[src/rtl/mac_operand_sequencer_if.sv]
// Host-facing streams of the MAC operand sequencer: operand-pair input and result output.
interface mac_operand_sequencer_if;
  localparam int unsigned DATA_W = 8;

  logic              in_valid;
  logic              in_ready;
  logic [DATA_W-1:0] in_data;
  logic              res_valid;
  logic              res_ready;
  logic [DATA_W-1:0] res_data;
  logic              res_ovf;

  // Host side: offers operand pairs, consumes results.
  modport master (
    output in_valid, in_data, res_ready,
    input  in_ready, res_valid, res_data, res_ovf
  );

  // Sequencer side: accepts operand pairs, produces results.
  modport slave (
    input  in_valid, in_data, res_ready,
    output in_ready, res_valid, res_data, res_ovf
  );
endinterface

[src/rtl/mac_operand_sequencer.sv]
// Front-end controller for the 4x4 MAC: buffers {b,a} pairs, issues a programmed
// number of them after clearing the MAC, and returns the wrapped dot product.
module mac_operand_sequencer #(
  parameter int unsigned DEPTH = 8,
  parameter int unsigned LEN_W = 8
) (
  input  logic                   clk,
  input  logic                   rst,
  mac_operand_sequencer_if.slave bus,
  input  logic                   start,
  input  logic [LEN_W-1:0]       len,
  output logic [3:0]             mac_a,
  output logic [3:0]             mac_b,
  output logic                   mac_en,
  output logic                   mac_clr,
  input  logic [7:0]             acc_in,
  output logic                   busy
);

  localparam int unsigned AW = (DEPTH > 1) ? $clog2(DEPTH) : 1;
  localparam int unsigned CW = AW + 1;

  typedef enum logic [2:0] {
    IDLE  = 3'd0,
    CLEAR = 3'd1,
    ISSUE = 3'd2,
    DRAIN = 3'd3,
    OUT   = 3'd4
  } state_t;

  state_t          state;
  logic [7:0]      mem [DEPTH];
  logic [AW-1:0]   wr_ptr;
  logic [AW-1:0]   rd_ptr;
  logic [AW-1:0]   rd_ptr_nxt;
  logic [CW-1:0]   count;
  logic [CW-1:0]   count_nxt;
  logic [LEN_W-1:0] remaining;
  logic [7:0]      prev_acc;
  logic            en_d;
  logic            push_c;
  logic            wrap_c;
  logic [7:0]      head_nxt_c;

  // FIFO bookkeeping for the coming edge; a pop happens exactly when mac_en is high.
  // When the FIFO drains to empty and a push lands in the same edge, the new head
  // is the incoming word, so it is bypassed rather than read from storage.
  always_comb begin
    push_c     = bus.in_valid && bus.in_ready;
    rd_ptr_nxt = rd_ptr + AW'(mac_en);
    count_nxt  = count + CW'(push_c) - CW'(mac_en);
    head_nxt_c = (push_c && (wr_ptr == rd_ptr_nxt)) ? bus.in_data : mem[rd_ptr_nxt];
    wrap_c     = en_d && (acc_in < prev_acc);
  end

  // Operand storage.
  always_ff @(posedge clk) begin
    if (push_c) mem[wr_ptr] <= bus.in_data;
  end

  // Sequencer FSM, FIFO pointers, overflow tracking and registered outputs.
  always_ff @(posedge clk or posedge rst) begin
    if (rst) begin
      state         <= IDLE;
      wr_ptr        <= '0;
      rd_ptr        <= '0;
      count         <= '0;
      remaining     <= '0;
      prev_acc      <= '0;
      en_d          <= 1'b0;
      mac_a         <= '0;
      mac_b         <= '0;
      mac_en        <= 1'b0;
      mac_clr       <= 1'b0;
      busy          <= 1'b0;
      bus.in_ready  <= 1'b1;
      bus.res_valid <= 1'b0;
      bus.res_data  <= '0;
      bus.res_ovf   <= 1'b0;
    end else begin
      if (push_c) wr_ptr <= wr_ptr + AW'(1);
      rd_ptr       <= rd_ptr_nxt;
      count        <= count_nxt;
      bus.in_ready <= (count_nxt != CW'(DEPTH));

      // acc_in reflects the product issued one cycle earlier; a drop means a wrap.
      en_d <= mac_en;
      if (en_d) prev_acc <= acc_in;
      if (wrap_c) bus.res_ovf <= 1'b1;

      mac_clr <= 1'b0;
      mac_en  <= 1'b0;
      mac_a   <= '0;
      mac_b   <= '0;

      case (state)
        IDLE: begin
          if (start) begin
            busy <= 1'b1;
            if (len != '0) begin
              state       <= CLEAR;
              remaining   <= len;
              bus.res_ovf <= 1'b0;
              mac_clr     <= 1'b1;
            end else begin
              state         <= OUT;
              bus.res_data  <= '0;
              bus.res_ovf   <= 1'b0;
              bus.res_valid <= 1'b1;
            end
          end
        end

        CLEAR: begin
          state    <= ISSUE;
          prev_acc <= '0;
          if (count_nxt != '0) begin
            mac_en <= 1'b1;
            mac_a  <= head_nxt_c[3:0];
            mac_b  <= head_nxt_c[7:4];
          end
        end

        ISSUE: begin
          if (mac_en) remaining <= remaining - LEN_W'(1);
          if (mac_en && (remaining == LEN_W'(1))) begin
            state <= DRAIN;
          end else if (count_nxt != '0) begin
            mac_en <= 1'b1;
            mac_a  <= head_nxt_c[3:0];
            mac_b  <= head_nxt_c[7:4];
          end
        end

        DRAIN: begin
          state         <= OUT;
          bus.res_data  <= acc_in;
          bus.res_valid <= 1'b1;
        end

        OUT: begin
          if (bus.res_ready) begin
            state         <= IDLE;
            bus.res_valid <= 1'b0;
            busy          <= 1'b0;
          end
        end

        default: state <= IDLE;
      endcase
    end
  end

endmodule

[src/flat_wrapper.sv]
// flat-port wrapper written by rule: the top's interface ports become plain ports
module mac_operand_sequencer_flat 
#(
  parameter int unsigned DEPTH = 8,
  parameter int unsigned LEN_W = 8
)
  (clk, rst, start, len, mac_a, mac_b, mac_en, mac_clr, acc_in, busy, bus_in_valid, bus_in_data, bus_res_ready, bus_in_ready, bus_res_valid, bus_res_data, bus_res_ovf);
  mac_operand_sequencer_if bus_i ();
  input  logic clk;
  input  logic rst;
  input  logic start;
  input  logic [LEN_W-1:0] len;
  output logic [3:0] mac_a;
  output logic [3:0] mac_b;
  output logic mac_en;
  output logic mac_clr;
  input  logic [7:0] acc_in;
  output logic busy;
  input wire logic [$bits(bus_i.in_valid)-1:0] bus_in_valid;
  input wire logic [$bits(bus_i.in_data)-1:0] bus_in_data;
  input wire logic [$bits(bus_i.res_ready)-1:0] bus_res_ready;
  output wire logic [$bits(bus_i.in_ready)-1:0] bus_in_ready;
  output wire logic [$bits(bus_i.res_valid)-1:0] bus_res_valid;
  output wire logic [$bits(bus_i.res_data)-1:0] bus_res_data;
  output wire logic [$bits(bus_i.res_ovf)-1:0] bus_res_ovf;
  assign bus_i.in_valid = bus_in_valid;
  assign bus_i.in_data = bus_in_data;
  assign bus_i.res_ready = bus_res_ready;
  assign bus_in_ready = bus_i.in_ready;
  assign bus_res_valid = bus_i.res_valid;
  assign bus_res_data = bus_i.res_data;
  assign bus_res_ovf = bus_i.res_ovf;
  mac_operand_sequencer #(.DEPTH(DEPTH), .LEN_W(LEN_W)) u_core (.clk(clk), .rst(rst), .bus(bus_i), .start(start), .len(len), .mac_a(mac_a), .mac_b(mac_b), .mac_en(mac_en), .mac_clr(mac_clr), .acc_in(acc_in), .busy(busy));
endmodule
[config.mk]
export PLATFORM = sky130hd
export DESIGN_NAME = mac_operand_sequencer_flat
export DESIGN_NICKNAME = d
export VERILOG_FILES = /design/src/rtl/mac_operand_sequencer_if.sv /design/src/rtl/mac_operand_sequencer.sv /design/src/flat_wrapper.sv
export SDC_FILE = /design/constraint.sdc
export NUM_CORES = 1
export LEC_CHECK = 0
export CAP_MARGIN = 5
export CORE_MARGIN = 10
export CORE_UTILIZATION = 35
export DETAILED_ROUTE_END_ITERATION = 7
export DONT_BUFFER_PORTS = 1
export HOLD_SLACK_MARGIN = 0.12
export PLACE_DENSITY = 0.53
export SLEW_MARGIN = 10
export SYNTH_ARGS = -nofsm -noshare
export SYNTH_HDL_FRONTEND = slang
export SYNTH_SLANG_ARGS = --single-unit
[constraint.sdc]
create_clock -name clk -period 2.8 [get_ports clk]
set_input_delay 0.56 -clock clk [delete_from_list [all_inputs] [get_ports clk]]
set_output_delay 0.56 -clock clk [all_outputs]
set_load 0.05 [all_outputs]
==> reports/qor.yml <==
placedInstanceArea_um2: 5530
worst_setup_path_start_kind: "flop"
p_leak_nw: 2.39
synth_edf_count: 64
syn-num-nets: 441
clock_sinks: 116
cts_buffer_depth: 2
antenna_found_initial: 0
drv_slew: 0
start_util: 0.359
final_cell_mix: "edfxtp_1, nor2_1, dfrtp_1"
cts_resized: 0
met2WireLength_um: 5280
die_height_um: 142
drt_iter0_drc: 152
drt-total-wl_um: 11200
synth_seq_cells: 116
dpl.hpwl_um: 7660
rows: 44
finalNetCount: 463
drive_gt1_frac: 0.193
cp_max_fo: 9
die_area_um2: 20300
post_cts_buffers: 0
final.min_clock_period_ns: 2.50
rsz0062_at_grt: "false"
die_w_um: 142
synth_top_cell_area_share: 0.366
path_class: "reg2reg"
finalSetupTns_ns: 0
synth_ff_type: "edfxtp_1"
overflow: 0
gp_congestion: 0.795
p_per_area_nw_per_um2: 1360
worst_pin_slew_ns: 0.756
post-place-ws_ns: 0.180
hold_violations: 0
routed-via-count: 3181
clock-skew-final_ns: 0.00536
final_common_cell: "edfxtp_1"
maxCapViolCount: 0
cts_hold_buffers: 0
peakVddDrop_v: 0.000680
remaining_drc_errors: 0
fin_crit_sh: 0.892
grt_pass1_wl_um: 17700
cts-root-buf: "clkbuf_16"
crit_required_ns: 3.05
hold_class: "in2async"
htree_levels: 4
grt_pass1_vias: 3156
clk_pin_slew_worst_paths_ns: 0.05
synth_warnings: 0
finalSetupViolations: 0
worst_setup_path_end_kind: "flop"
synth.area.top_cells: "edfxtp_1, dfrtp_1, mux4_2, nor2_1, ha_1"
final_util: 0.421
avgSynthCellArea_um2: 13.3
relSlewSlack: 0.496
fill_cells: 1334
setup_slack_ns: 0.304
met3_length_um: 784
finalInstanceArea_um2: 6160
seq_area_frac_synth: 0.614
core_um2: 14600
drtPass1Iterations: 4
outcome: "completed"
max_freq_mhz: 401
vias_per_cell: 5.18
numCtsBuffers: 17
drt-wirelength-per-cell_um: 18.3
ant_nets: 0
ys_types: 57
top_layer: "met4"
wirelength_met1_um: 5040
area_growth_pct: 17.4
ioPinCount: 51
grtUsageTotal: 0.115
synthArstFlopShare: 0.448
netlist_area_um2: 5250
n_antenna_cell: 0
cp.arrival_ns: 2.74
grt_max_degree: 53
tritoncts: "yes"
synth_cells: 395
portBuffers: 0
worst_skew_pair.late_latency_ns: 0.41
synth_area_leader_cell: "edfxtp_1"
-- sequential cells by signal, indices dropped and copies added, names as in the netlist --
signal / flops
u_core.wr_ptr: 3
u_core.count: 4
u_core.prev_acc: 8
u_core.remaining: 8
u_core.busy: 1
u_core.mac_clr: 1
u_core.mac_a: 4
u_core.mac_en: 1
u_core.mac_b: 4
u_core.bus.res_data: 8
u_core.mem: 64
u_core.state: 3
u_core.en_d: 1
u_core.bus.in_ready: 1
u_core.bus.res_valid: 1
u_core.bus.res_ovf: 1
u_core.rd_ptr: 3
-- through the flow --
step | cells | power, mW | hold WS [ns]
6_report | 614 | 8.36 | 0.220
5_1_grt | 614 | 8.94 | 0.215
4_1_cts | 614 | 8.45 | 0.222
3_5_place_dp | 582 | 6.13 | 0.489
3_3_place_gp | 582 | 6.04 | 0.485
2_1_floorplan | 395 | 5.41 | 0.465
-- power by group --
group | total [mW] | internal [mW] | switching, mW
clock | 2.30 | 1.54 | 0.762
combinational | 3.05 | 1.41 | 1.65
sequential | 3.00 | 2.27 | 0.738
total | 8.36 | 5.21 | 3.15
-- cells by family after synthesis --
kind of cell	count (synthesis)	share of synthesized area
AOI/OAI and AO/OA	79	0.102
xor gates and xnor gates	7	0.0131
adders and majority gates	17	0.0419
buffers and inverters	37	0.0362
DFF	116	0.614
muxes	28	0.0920
and+or+nand+nor	111	0.101
-- Yosys cell counts, types with 7 or more instances --
cell and number:
edfxtp_1 64, clkbuf_1 7, a22o_1 8, mux4_2 16
inv_1 19, nand2_1 23, nor2_1 56, ha_1 16
dfrtp_1 51, a211oi_1 9, o22ai_1 14, a21oi_1 19
mux2i_1 10
-- metal layers --
metal,GRT usage,vias to the layer above
li1,-,1514
met1,0.145,1576
met2,0.177,81
met3,0.0444,10
met4,0.0407,0
met5,0,-
-- final timing paths --
path                                               end  cells past startpoint  slack (ns)                 from
worst min-delay path            u_core.bus.res_data[0]                      2        0.22                  rst
max in group asynchronous          u_core.remaining[0]                      2        2.13                  rst
min in group clk                      u_core.mem[7][3]                      0        0.24       bus_in_data[3]
worst max register to register         u_core.mac_b[1]                      8        0.30        u_core.mac_en
worst max-delay path                   u_core.mac_b[1]                      8        0.30        u_core.mac_en
worst min register to register     u_core.remaining[6]                      2        0.50  u_core.remaining[6]
-- area by class of cell --
cell class              instances  area [µm²]  share of cell area
flip-flops and latches        116        3220               0.523
multi-input cells             242        1840               0.298
clock buffers                  21         460              0.0747
well taps                     184         230              0.0373
clock inverters                11         175              0.0284
repair buffers                 20         163              0.0264
inverters                      20        75.1              0.0122
-- worst max-delay path: stages, from the launching register on --
cell and delay (ns):
dfrtp_1 0.38, ha_1 0.28, inv_1 0.04, ha_1 0.20
fa_1 0.38, xor2_1 0.18, or3_1 0.34, o22ai_2 0.44
a211oi_1 0.10
Power figures use the tool's default switching activity.
